`src/rtl/fetch_pc_ctrl_if.sv`:
```
// Fetch-sequencer bus: hazard/redirect/halt controls in, PC and fetch status out.
// The pipeline side is the master; the fetch sequencer is the slave.
interface fetch_pc_ctrl_if #(
  parameter int ADDR_W = 32
);
  logic              stall_i;
  logic              branch_taken_i;
  logic [ADDR_W-1:0] branch_target_i;
  logic              jump_i;
  logic [ADDR_W-1:0] jump_target_i;
  logic              halt_i;
  logic              resume_i;
  logic [ADDR_W-1:0] pc_o;
  logic [1:0]        pc_sel_o;
  logic              flush_o;
  logic              fetch_valid_o;
  logic [1:0]        state_o;

  modport master (
    output stall_i, branch_taken_i, branch_target_i, jump_i, jump_target_i,
           halt_i, resume_i,
    input  pc_o, pc_sel_o, flush_o, fetch_valid_o, state_o
  );

  modport slave (
    input  stall_i, branch_taken_i, branch_target_i, jump_i, jump_target_i,
           halt_i, resume_i,
    output pc_o, pc_sel_o, flush_o, fetch_valid_o, state_o
  );
endinterface

```
`src/rtl/fetch_pc_ctrl.sv`:
```
// IF-stage fetch sequencer: owns the PC, picks the next-PC source, buffers
// redirects that arrive while stalled, and implements halt/resume.
module fetch_pc_ctrl #(
  parameter int              ADDR_W   = 32,
  parameter logic [ADDR_W-1:0] RESET_PC = '0,
  parameter logic [ADDR_W-1:0] PC_STEP  = ADDR_W'(4)
) (
  input logic           clk,
  input logic           rst_n,
  fetch_pc_ctrl_if.slave bus
);

  typedef enum logic [1:0] {
    BOOT = 2'd0,
    RUN  = 2'd1,
    PEND = 2'd2,
    HALT = 2'd3
  } state_t;

  localparam logic [1:0] SEL_SEQ = 2'd0;
  localparam logic [1:0] SEL_BR  = 2'd1;
  localparam logic [1:0] SEL_JMP = 2'd2;

  state_t            state, state_nxt;
  logic [ADDR_W-1:0] pc, pc_nxt;
  logic [ADDR_W-1:0] pend_target, pend_target_nxt;
  logic [1:0]        pend_sel, pend_sel_nxt;
  logic [1:0]        pc_sel;
  logic              flush, fetch_valid;

  always_ff @(posedge clk or negedge rst_n) begin
    if (!rst_n) begin
      state       <= BOOT;
      pc          <= RESET_PC;
      pend_target <= '0;
      pend_sel    <= SEL_SEQ;
    end else begin
      state       <= state_nxt;
      pc          <= pc_nxt;
      pend_target <= pend_target_nxt;
      pend_sel    <= pend_sel_nxt;
    end
  end

  // A branch always outranks a jump: the jump is younger and thus wrong-path.
  always_comb begin
    state_nxt       = state;
    pc_nxt          = pc;
    pend_target_nxt = pend_target;
    pend_sel_nxt    = pend_sel;
    case (state)
      BOOT: state_nxt = RUN;
      RUN: begin
        if (bus.branch_taken_i || bus.jump_i) begin
          if (bus.stall_i) begin
            state_nxt       = PEND;
            pend_target_nxt = bus.branch_taken_i ? bus.branch_target_i : bus.jump_target_i;
            pend_sel_nxt    = bus.branch_taken_i ? SEL_BR : SEL_JMP;
          end else begin
            pc_nxt = bus.branch_taken_i ? bus.branch_target_i : bus.jump_target_i;
          end
        end else if (!bus.stall_i) begin
          if (bus.halt_i) state_nxt = HALT;
          else            pc_nxt    = pc + PC_STEP;
        end
      end
      PEND: begin
        if (bus.stall_i) begin
          if (bus.branch_taken_i) begin
            pend_target_nxt = bus.branch_target_i;
            pend_sel_nxt    = SEL_BR;
          end else if (bus.jump_i && pend_sel == SEL_JMP) begin
            pend_target_nxt = bus.jump_target_i;
          end
        end else begin
          pc_nxt          = bus.branch_taken_i ? bus.branch_target_i : pend_target;
          pend_target_nxt = '0;
          pend_sel_nxt    = SEL_SEQ;
          state_nxt       = RUN;
        end
      end
      HALT: if (bus.resume_i) state_nxt = RUN;
      default: state_nxt = BOOT;
    endcase
  end

  always_comb begin
    pc_sel      = SEL_SEQ;
    flush       = 1'b0;
    fetch_valid = 1'b0;
    case (state)
      RUN: begin
        if (!bus.stall_i) begin
          if (bus.branch_taken_i) begin
            pc_sel = SEL_BR;
            flush  = 1'b1;
          end else if (bus.jump_i) begin
            pc_sel = SEL_JMP;
            flush  = 1'b1;
          end else if (!bus.halt_i) begin
            fetch_valid = 1'b1;
          end
        end
      end
      PEND: begin
        if (!bus.stall_i) begin
          flush  = 1'b1;
          pc_sel = bus.branch_taken_i ? SEL_BR : pend_sel;
        end
      end
      default: ;
    endcase
  end

  assign bus.pc_o          = pc;
  assign bus.pc_sel_o      = pc_sel;
  assign bus.flush_o       = flush;
  assign bus.fetch_valid_o = fetch_valid;
  assign bus.state_o       = state;

endmodule

```
`src/flat_wrapper.sv`:
```
// flat-port wrapper written by rule: the top's interface ports become plain ports
module fetch_pc_ctrl_flat 
#(
  parameter int              ADDR_W   = 32,
  parameter logic [ADDR_W-1:0] RESET_PC = '0,
  parameter logic [ADDR_W-1:0] PC_STEP  = ADDR_W'(4)
)
  (clk, rst_n, bus_stall_i, bus_branch_taken_i, bus_branch_target_i, bus_jump_i, bus_jump_target_i, bus_halt_i, bus_resume_i, bus_pc_o, bus_pc_sel_o, bus_flush_o, bus_fetch_valid_o, bus_state_o);
  fetch_pc_ctrl_if #(.ADDR_W(ADDR_W)) bus_i ();
  input logic clk;
  input logic rst_n;
  input wire logic [$bits(bus_i.stall_i)-1:0] bus_stall_i;
  input wire logic [$bits(bus_i.branch_taken_i)-1:0] bus_branch_taken_i;
  input wire logic [$bits(bus_i.branch_target_i)-1:0] bus_branch_target_i;
  input wire logic [$bits(bus_i.jump_i)-1:0] bus_jump_i;
  input wire logic [$bits(bus_i.jump_target_i)-1:0] bus_jump_target_i;
  input wire logic [$bits(bus_i.halt_i)-1:0] bus_halt_i;
  input wire logic [$bits(bus_i.resume_i)-1:0] bus_resume_i;
  output wire logic [$bits(bus_i.pc_o)-1:0] bus_pc_o;
  output wire logic [$bits(bus_i.pc_sel_o)-1:0] bus_pc_sel_o;
  output wire logic [$bits(bus_i.flush_o)-1:0] bus_flush_o;
  output wire logic [$bits(bus_i.fetch_valid_o)-1:0] bus_fetch_valid_o;
  output wire logic [$bits(bus_i.state_o)-1:0] bus_state_o;
  assign bus_i.stall_i = bus_stall_i;
  assign bus_i.branch_taken_i = bus_branch_taken_i;
  assign bus_i.branch_target_i = bus_branch_target_i;
  assign bus_i.jump_i = bus_jump_i;
  assign bus_i.jump_target_i = bus_jump_target_i;
  assign bus_i.halt_i = bus_halt_i;
  assign bus_i.resume_i = bus_resume_i;
  assign bus_pc_o = bus_i.pc_o;
  assign bus_pc_sel_o = bus_i.pc_sel_o;
  assign bus_flush_o = bus_i.flush_o;
  assign bus_fetch_valid_o = bus_i.fetch_valid_o;
  assign bus_state_o = bus_i.state_o;
  fetch_pc_ctrl #(.ADDR_W(ADDR_W), .RESET_PC(RESET_PC), .PC_STEP(PC_STEP)) u_core (.clk(clk), .rst_n(rst_n), .bus(bus_i));
endmodule
```
`config.mk`:
```
export PLATFORM = sky130hd
export DESIGN_NAME = fetch_pc_ctrl_flat
export DESIGN_NICKNAME = d
export VERILOG_FILES = /design/src/rtl/fetch_pc_ctrl_if.sv /design/src/rtl/fetch_pc_ctrl.sv /design/src/flat_wrapper.sv
export SDC_FILE = /design/constraint.sdc
export NUM_CORES = 1
export LEC_CHECK = 0
export ABC_AREA = 0
export CORE_MARGIN = 2
export CORE_UTILIZATION = 42
export DETAILED_ROUTE_END_ITERATION = 8
export PLACE_DENSITY = 0.71
export SLEW_MARGIN = 30
export SYNTH_ARGS = -nofsm -noshare
export SYNTH_HDL_FRONTEND = slang
export SYNTH_SLANG_ARGS = --single-unit
```
`constraint.sdc`:
```
create_clock -name clk -period 2.1 [get_ports clk]
set_clock_uncertainty 0.05 [all_clocks]
set_input_delay 0.315 -clock clk [delete_from_list [all_inputs] [get_ports clk]]
set_output_delay 0.315 -clock clk [all_outputs]
set_load 0.05 [all_outputs]
```
==> flow_summary.toml <==
[route]
firstDrtPassIters = 5
routed_wl_um = 17000
drc = 0
wl_per_cell_um = 20.27
via_count = 5211
viasPerCell = 6.211
drt-initial-drc-count = 584
drtAntennaViolNets = 0

[finish]
nets = 769
regArea_um2 = 1709
multi_input_area_um2 = 2937
design_area_um2 = 6999
fillCellCount = 896
drive_gt1_share_pct = 25.18
antenna_cells = 0
final_common_cell = "clkdlybuf4s50_1"
area.growth.synth_to_final_pct = 46.86
most-common-layout-cells = "95 x clkdlybuf4s50_1, 70 x buf_4, 62 x dfrtp_1"

[timing]
tns_ns = 0
setup_viol = 0
slew_headroom_pct = 53.79
maxSlewViolCount = 0
fmaxAchievable_mhz = 481.8
grt_setup_unrepaired = "yes"
setup_ws_ns = 0.02452
min_period_ns = 2.075
holdWs_ns = 0.4242
worst_slew_pin_slew_ns = 0.6931
final_hold_viol_count = 0
fin_crit_sh_pct = 98.83

[pwr]
p_sw_mw = 4.711
power_frac_clock_pct = 13.5
power_leakage_nw = 2.816
ir_worst_vdd_v = 0.0008962
internal-power_mw = 5.493
p_seq_share_pct = 26.5
p_per_area_nw_per_um2 = 1458
switching_share_pct = 46.17
comb_power_share_pct = 60.0

[clock_network]
cts_max_level = 3
cts_root_buffer = "clkbuf_16"
clock_path_buffers = 2
clock_sinks = 68
clock_latency_ns = 0.33
clk_pin_slew_worst_paths_ns = 0.06
cts_buffers = 9
cts_tree = "done"

[placement]
pre_cts_slack_ns = -0.2624
port-buffer-count = 108
dp_hpwl_um = 12470
gp_congestion = 0.9607
dpl-instance-area_um2 = 6573

[logic_synthesis]
syn_avg_cell_area_um2 = 8.858
syn_area_um2 = 4766
synthDistinctLibCells = 64
syn_inst = 538
yosys_warnings = 0
synthesis.nets = 613
ys.flop_type = "dfrtp_1"
synth_edf_count = 0
ys_ff_latch = 68
postSynth.asyncResetShare_pct = 100.0
seq_area_frac_synth_pct = 35.70

[setup_path]
cp-end-kind = "output pin"
crit_path_max_fanout = 4
worstPathArrival_ns = 1.71
worstSetupStartpointType = "register"
cp.required_ns = 1.74
critPathKind = "register to output pin"

[worst_hold_path]
hold_path.class = "input pin to register"

[grt]
grt_overflow = 0
grt_max_degree = 41
antenna_found_initial = 0
use_met1_pct = 38.54
grt_pass1_wl_um = 26540
grtUsageTotal_pct = 26.98
grt_pass1_vias = 4998
grt.busiest_layer = "met2"
use_met3_pct = 4.775
met2_usage_pct = 41.23

[floorplanning]
die_area_um2 = 12220
dieWidth_um = 110.5
coreArea_um2 = 10940
rows = 38
ioPinCount = 109
initial_core_util_pct = 43.58
die_y_um = 110.5

[status]
status = "completed"

[flow_run]
cap_violations = 0
==> state kept, by name, summed over array words and instances (netlist names) <==
| name | count |
|---|---|
| u_core.bus.state_o | 2 |
| u_core.bus.pc_o | 32 |
| u_core.pend_sel | 2 |
| u_core.pend_target | 32 |
==> worst max-delay path, cell delays in order, from the launching register on <==
cell	delay, ns
dfrtp_1	0.40
buf_4	0.17
clkdlybuf4s50_1	0.82
==> cells by family after synthesis <==
logic type | Yosys count | share of synthesized area [%]
adders and majority gates | 4 | 1.050
buffers and inverters | 59 | 5.645
and+or+nand+nor | 194 | 21.82
DFF | 68 | 35.70
muxes | 51 | 11.60
AOI/OAI and AO/OA | 162 | 24.18
==> routing by layer <==
metal,vias up,wire length [µm]
met2,280,7826
met4,0,386
met5,-,0
met3,35,1504
met1,2531,7286
li1,2365,-
==> layout make-up <==
type                            instances  share of cell area (%)
Multi-Input combinational cell        411                   41.96
Timing Repair Buffer                  191                   26.65
Sequential cell                        68                   24.42
Clock buffer                           14                   3.629
Tap cell                              140                   2.503
Inverter                               13                  0.6972
Clock inverter                          2                  0.1430
==> what timing repair did <==
action                                  in CTS  in global routing
gates resized for setup                     11                 10
gates cloned                                 0                  2
hold buffers                                 1                  0
endpoints found under the setup margin      15                 12
hold endpoints to repair                    19                  0
setup buffers                                1                  4
pin swaps                                    1                  2
==> through the flow <==
stage	power [mW]	utilization, %	instances
2_1_floorplan	6.308	-	538
3_3_place_gp	8.315	60.10	815
3_5_place_dp	8.443	60.10	815
4_1_cts	9.904	63.02	833
5_1_grt	10.72	64.00	839
6_report	10.20	64.00	839
==> cells in the mapped netlist, types with 6 or more instances <==
cell type / n / area share [%]
a211oi_1: 10 / 1.6
a21oi_1: 37 / 3.9
a22oi_1: 8 / 1.3
a311oi_1: 11 / 2.0
a31oi_1: 6 / 0.79
buf_2: 10 / 1.1
clkbuf_1: 28 / 2.2
dfrtp_1: 68 / 36
inv_1: 11 / 0.87
mux2_2: 34 / 8.0
mux2i_1: 17 / 3.6
nand2_1: 62 / 4.9
nand3_1: 12 / 1.3
nand4_1: 12 / 1.6
nor2_1: 34 / 2.7
nor2b_1: 12 / 1.6
nor3_1: 12 / 1.3
nor3b_1: 9 / 1.4
nor4_1: 10 / 1.3
o211ai_1: 6 / 0.95
o21ai_0: 19 / 2.0
o221ai_1: 6 / 1.1
o22ai_1: 6 / 0.79
o31ai_1: 10 / 1.6
==> path summary, 6_finish.rpt <==
kind	start	endpoint	slack, ns	depth (start not counted)
max	u_core.bus.pc_o[10]$_DFFE_PN0P_	bus_pc_o[10]	0.02	2
max in group asynchronous	rst_n	u_core.bus.pc_o[2]$_DFFE_PN0P_	0.87	3
min reg2reg	u_core.pend_target[15]$_DFFE_PN0P_	u_core.pend_target[15]$_DFFE_PN0P_	0.46	1
min	bus_branch_taken_i	u_core.bus.pc_o[26]$_DFFE_PN0P_	0.42	3
max reg2reg	u_core.bus.pc_o[2]$_DFFE_PN0P_	u_core.bus.pc_o[22]$_DFFE_PN0P_	0.07	6
min in group asynchronous	rst_n	u_core.bus.pc_o[3]$_DFFE_PN0P_	0.52	2
==> power by group through the flow <==
stage / Clock [mW] / Sequential (mW) / Combinational, mW
floorplan: 0 / 3.66 / 2.65
finish: 1.38 / 2.71 / 6.12
CTS: 1.39 / 2.67 / 5.84
detailed placement: 0 / 2.68 / 5.76
global route: 1.45 / 2.79 / 6.47
global placement: 0 / 2.65 / 5.66
Note: power is estimated with default switching activity, not from simulation.
==> edit 1: new RTL, same settings <==
`ADDR_W` is set to 32 in 3 places; all go to 16.
--- a/src/rtl/fetch_pc_ctrl_if.sv
+++ b/src/rtl/fetch_pc_ctrl_if.sv
@@ -1,7 +1,7 @@
 // Fetch-sequencer bus: hazard/redirect/halt controls in, PC and fetch status out.
 // The pipeline side is the master; the fetch sequencer is the slave.
 interface fetch_pc_ctrl_if #(
-  parameter int ADDR_W = 32
+  parameter int ADDR_W = 16
 );
   logic              stall_i;
   logic              branch_taken_i;
--- a/src/rtl/fetch_pc_ctrl.sv
+++ b/src/rtl/fetch_pc_ctrl.sv
@@ -1,7 +1,7 @@
 // IF-stage fetch sequencer: owns the PC, picks the next-PC source, buffers
 // redirects that arrive while stalled, and implements halt/resume.
 module fetch_pc_ctrl #(
-  parameter int              ADDR_W   = 32,
+  parameter int              ADDR_W   = 16,
   parameter logic [ADDR_W-1:0] RESET_PC = '0,
   parameter logic [ADDR_W-1:0] PC_STEP  = ADDR_W'(4)
 ) (
--- a/src/flat_wrapper.sv
+++ b/src/flat_wrapper.sv
@@ -1,7 +1,7 @@
 // flat-port wrapper written by rule: the top's interface ports become plain ports
 module fetch_pc_ctrl_flat 
 #(
-  parameter int              ADDR_W   = 32,
+  parameter int              ADDR_W   = 16,
   parameter logic [ADDR_W-1:0] RESET_PC = '0,
   parameter logic [ADDR_W-1:0] PC_STEP  = ADDR_W'(4)
 )
Ports: changed (resized bus_branch_target_i, bus_jump_target_i and bus_pc_o); port bits go from 109 to 61. The function was not compared with the original's and may differ.
==> edit 1 against the original RTL <==
  * Sequential share of layout area fell by 0.42 points
  * Synthesized area fell by 43%
  * Synthesized cell count fell by 41%
  * Count of clock-buffer cells in the layout fell by 6
  * Cell count fell by 44%
  * Total power fell by 50%
  * First-iteration DRC count fell by 76%
  * Combinational power fell by 47%
  * Worst setup slack improved by 0.036 ns
  * Final area fell by 46%
  * Register-to-register slack improved by 0.05 ns
  * Via count fell by 48%
  * Routed wire length fell by 54%
  * Sequential cell count fell by 32
  * Largest cell class unchanged
  * Largest power group unchanged
  * Highest routed layer unchanged
==> edit 1: results (changes against the original RTL) <==
INFO  logic_synthesis synth.area.top_cells=dfrtp_1 (33%), o31ai_1 (6.4%), nand2_1 (5.7%), mux2i_1 (3.7%), buf_2 (3.0%)
INFO  timing         worstMarginPinSlew=0.506ns [-0.188 ns]
INFO  route          detailroute.wirelength.met3=401um [-73%]
INFO  setup_path     worst_r2r_startpoint=u_core.bus.state_o[0]
INFO  power          p_sw_frac=0.480 [+0.0184]
INFO  clock_tree     post-cts-setup-buffers=3 [+2]
INFO  global_routing grt_pass1_vias=2680 [-46%]
INFO  logic_synthesis synth_fa_ha_area_frac=0.0231 [+0.0126]
INFO  setup_path     crit_path_largest_cell_delay=0.87ns [+0.05 ns]
INFO  logic_synthesis synthesized_area_fraction_occupied_by_xor_and_xnor_cells=0.00647 [+0.00647]
INFO  global_routing global_route.usage.met1=0.314 [-0.0716]
INFO  logic_synthesis yosys-mux-area-fraction=0.0578 [-0.0583]
INFO  logic_synthesis synth_compound_gate_area_share=0.285 [+0.0430]
INFO  route          detail_route.vias_per_cell=5.79 [-6.8%]
INFO  logic_synthesis sequential_element_share_of_the_synthesized_area=0.333 [-0.0242]
INFO  logic_synthesis ys_top_cells_by_count=nand2_1 (41), dfrtp_1 (36), o31ai_1 (23)
INFO  clock_tree     total_of_cells_resized_after_clock_tree_synthesis=2 [-9]
INFO  route          routed_wire_length_per_instance=16.7um [-18%]
INFO  global_routing use_met3=0.0305 [-0.0173]
INFO  clock_tree     clockRootBuffer=clkbuf_8
INFO  global_routing grt_pass1_wl=13.1mm [-51%]
INFO  place          dpl.hpwl=5.78mm [-54%]
INFO  timing         timing.hold.ws=0.402ns [-0.0224 ns]
INFO  finish         layout-drive-gt1-share=0.176 [-0.0758]
INFO  logic_synthesis synth_fp_nets=364 [-41%]
INFO  route          met2WireLength=3.77mm [-52%]
INFO  setup_path     r2r_slack=0.12ns [+0.05 ns]
INFO  clock_tree     clock_insertion_delay_worst_skew=0.29ns [-0.04 ns]
INFO  logic_synthesis synth.distinct_cells=57 [-11%]
INFO  place          quantity_of_i_o_buffers_inserted_on_ports=60 [-44%]
INFO  worst_hold_path hp-class=primary input to asynchronous set/reset pin
INFO  global_routing grt_util_all_layers=0.228 [-0.0421]
INFO  power          irDropWorstVdd=0.000858V [-4.3%]
INFO  setup_path     crit_path_max_fanout=9 [+5]
INFO  setup_path     worst-r2r-cell-count=8 [+2]
INFO  global_routing grt_max_degree=37 [-9.8%]
INFO  place          dpl_cell_area=3590squm [-45%]
INFO  route          met1Wirelength=3.54mm [-51%]
INFO  clock_tree     cts_made_buffers=5 [-4]
INFO  route          number_of_drc_violations_after_detailed_routing_iteration_0=141 [-76%]
INFO  run_status     run_status=finished clean
INFO  finish         layout.nets=435 [-43%]
INFO  place          gp_congestion=0.901 [-6.2%]
INFO  setup_path     timing.critical_path.arrival=1.67ns [-0.04 ns]
INFO  clock_tree     worst_setup_hold_path_clk_slew=0.08ns [+0.02 ns]
INFO  global_routing grt_util_met2=0.369 [-0.0436]
==> edit 1: cell type report <==
cell class	instances	area, sq um
multi-input cells	238	1680
clock buffers	8	90.1
repair buffers	95	936
well taps	77	96.3
fillers	556	2510
flip-flops and latches	36	903
inverters	15	56.3
==> edit 1: through the flow <==
stage / total power, W / utilization / setup WS [ns] / std cells
3_5_place_dp: 0.00449 / 0.572 / -0.00223 / 455
2_1_floorplan: 0.00344 / - / -0.0808 / 320
4_1_cts: 0.00506 / 0.592 / 0.0221 / 466
3_3_place_gp: 0.00443 / 0.572 / 0.0909 / 455
5_1_grt: 0.00549 / 0.600 / 0.0114 / 469
6_report: 0.00513 / 0.600 / 0.0606 / 469
==> edit 1: power groups by stage <==
stage	Sequential [W]	Combinational (W)	Clock (W)
2_1_floorplan	0.00187	0.00157	0
3_3_place_gp	0.00138	0.00305	0
3_5_place_dp	0.00139	0.00310	0
4_1_cts	0.00138	0.00315	0.000526
5_1_grt	0.00143	0.00349	0.000566
6_report	0.00139	0.00323	0.000520
==> edit 2: new RTL, same flow settings <==
Without the edit above. Make the reset (`rst_n`) synchronous in one clocked block.
--- a/src/rtl/fetch_pc_ctrl.sv
+++ b/src/rtl/fetch_pc_ctrl.sv
@@ -28,7 +28,7 @@
   logic [1:0]        pc_sel;
   logic              flush, fetch_valid;
 
-  always_ff @(posedge clk or negedge rst_n) begin
+  always_ff @(posedge clk) begin
     if (!rst_n) begin
       state       <= BOOT;
       pc          <= RESET_PC;
Function: differs if rst_n is asserted again (counterexample within 4 cycles, from zero or initial values and one cycle with rst_n low); with rst_n held inactive, the same outputs for 4 cycles.
==> edit 2 against the original RTL <==
  * Routed wire length decreased by 9.1%
  * Worst setup slack better by 0.016 ns
  * Sequential cell count unchanged
  * Synthesized area shrank 9.7%
  * Final area fell by 11%
Power is not compared: it rests on default switching activity, and its combinational part moved more than twofold at a synthesized area within 25%.
==> edit 2: results (changes against the original RTL) <==
INFO  run_status     run_status=finished clean
INFO  clock_tree     max-clock-path-buffers=2 [unchanged]
INFO  logic_synthesis sequential_element_share_of_the_synthesized_area=0.316 [-0.0407]
INFO  logic_synthesis most_used_flip_flop_cell_after_synthesis=dfxtp_1
INFO  timing         worst_case_headroom_to_the_max_slew_limit=0.578 [+0.0405]
INFO  place          preCtsSetupSlack=-0.190ns [+0.0719 ns]
INFO  logic_synthesis ys_top_cells_by_count=nand2_1 (80), dfxtp_1 (68), a21oi_1 (63)
INFO  logic_synthesis synth.area.top_cells=dfxtp_1 (32%), a21oi_1 (7.3%), nand2_1 (7.0%), o21ai_0 (7.0%), nand3_1 (4.9%)
INFO  setup_path     crit_path_max_fanout=17 [+13]
INFO  finish         layout.nets=806 [+4.8%]
INFO  place          dpl.hpwl=11.5mm [-8.0%]
INFO  setup_path     worst_r2r_startpoint=u_core.bus.state_o[1]
INFO  setup_path     source_of_the_critical_timing_path=u_core.bus.state_o[0]
INFO  logic_synthesis synth-async-reset-ratio=0 [-1.00]
INFO  place          place.detailed.instances=853 [+4.7%]
INFO  global_routing grt_util_all_layers=0.279 [+0.00946]
INFO  finish         layout-drive-gt1-share=0.173 [-0.0790]
INFO  clock_tree     worst_setup_hold_path_clk_slew=0.07ns
INFO  logic_synthesis synthCells=598 [+11%]
INFO  route          via_count_of_the_routed_design=5275 [+1.2%]
INFO  place          quantity_of_i_o_buffers_inserted_on_ports=108 [unchanged]
INFO  power          leakagePower=2.36nW
INFO  global_routing grt_pass1_vias=4949 [-0.98%]
INFO  setup_path     timing.critical_path.arrival=1.69ns [-0.02 ns]
INFO  global_routing grt_pass1_wl=25.0mm [-5.7%]
INFO  route          detail_route.vias_per_cell=6.08 [-2.2%]
INFO  worst_hold_path min-delay-start=u_core.pend_target[14]
INFO  setup_path     crit_path_largest_cell_delay=0.37ns [-0.45 ns]
INFO  worst_hold_path hp-class=flip-flop to flip-flop
INFO  route          routed_wirelength=15.5mm [-9.1%]
INFO  logic_synthesis synth_fp_nets=673 [+9.8%]
INFO  clock_tree     clockRootBuffer=clkbuf_8
INFO  finish         n_fill_cell=873 [-2.6%]
INFO  place          gp_congestion=0.903 [-6.0%]
INFO  route          number_of_drc_violations_after_detailed_routing_iteration_0=416 [-29%]
INFO  setup_path     cpMaxStageDelayCell=dfxtp_4
INFO  setup_path     path_delay_family=compound AO/OA/AOI/OAI gates
INFO  logic_synthesis synth.distinct_cells=59 [-7.8%]
INFO  clock_tree     cts_made_buffers=9 [unchanged]
INFO  global_routing grt_max_degree=78 [+90%]
-- edit 2: cell count changes after synthesis, moves of 11 or more --
cell,delta
dfrtp_1,-68
dfxtp_1,+68
o21ai_0,+41
nand3_1,+30
a21oi_1,+26
mux2_2,-26
inv_1,+23
nor2_1,-19
nand2_1,+18
mux2i_1,-17
o22ai_1,+13
nor2b_1,-11
o21ai_1,+11
-- edit 2: final cells by class --
| cell class | count | area [sq um] | area share |
|---|---|---|---|
| Timing Repair Buffer | 176 | 1700 | 0.271 |
| Clock buffer | 9 | 124 | 0.0198 |
| Sequential cell | 68 | 1380 | 0.222 |
| Multi-Input combinational cell | 442 | 2670 | 0.427 |
| Tap cell | 133 | 166 | 0.0266 |
| Clock inverter | 6 | 80.1 | 0.0128 |
| Inverter | 34 | 130 | 0.0208 |
-- edit 2: tightest hold or removal path, delay by kind of cell (launching register included) --
kind | cells | cell delay (ns)
AO/OA/AOI/OAI | 1 | 0.05
AND/OR/NAND/NOR | 1 | 0.05
flip-flops | 1 | 0.31
-- edit 2: path summary, 6_finish.rpt --
check | to | slack (ns) | cells after the start
min | u_core.pend_target[14] | 0.40 | 2
max reg2reg | u_core.bus.pc_o[24] | 0.06 | 7
max | bus_pc_sel_o[0] | 0.04 | 6
min reg2reg | u_core.pend_target[14] | 0.40 | 2
-- edit 2: logic make-up after synthesis --
logic type                 synth area share
and+or+nand+nor                       0.233
xor gates and xnor gates            0.00611
AOI/OAI and AO/OA                     0.330
adders and majority gates            0.0116
muxes                                0.0209
buffers and inverters                0.0817
DFF                                   0.316
-- edit 2: routing by layer --
layer  vias to the layer above  global-route usage  share of wire
met5                         -                   0              0
met4                         0               0.115          0.023
met3                        29              0.0328          0.074
met2                       260               0.440           0.46
met1                      2498               0.386           0.44
li1                       2488                   -              -
-- edit 2: what timing repair did --
action | in CTS | in global routing
buffers inserted | 0 | 0
endpoints found under the setup margin | 3 | 7
pin swaps | 0 | 1
gates cloned | 0 | 0
hold buffers | 0 | 0
gates resized for setup | 3 | 2
-- edit 2: per-stage QoR --
stage / TNS (ns) / area, sq um / util
finish: 0 / 6250 / 0.633
global route: -0.142 / 6250 / 0.633
CTS: 0 / 6240 / 0.633
detailed placement: -2.71 / 6030 / 0.611
global placement: -2.16 / 6030 / 0.611
floorplan: -0.0282 / 4400 / -
-- edit 2: where the power goes --
group	leakage (nW)	internal [W]	total, W	switching [W]
logic	1.69	0.000787	0.00190	0.00112
clock network	0.109	0.000654	0.00117	0.000513
registers	0.562	0.00146	0.00163	0.000168
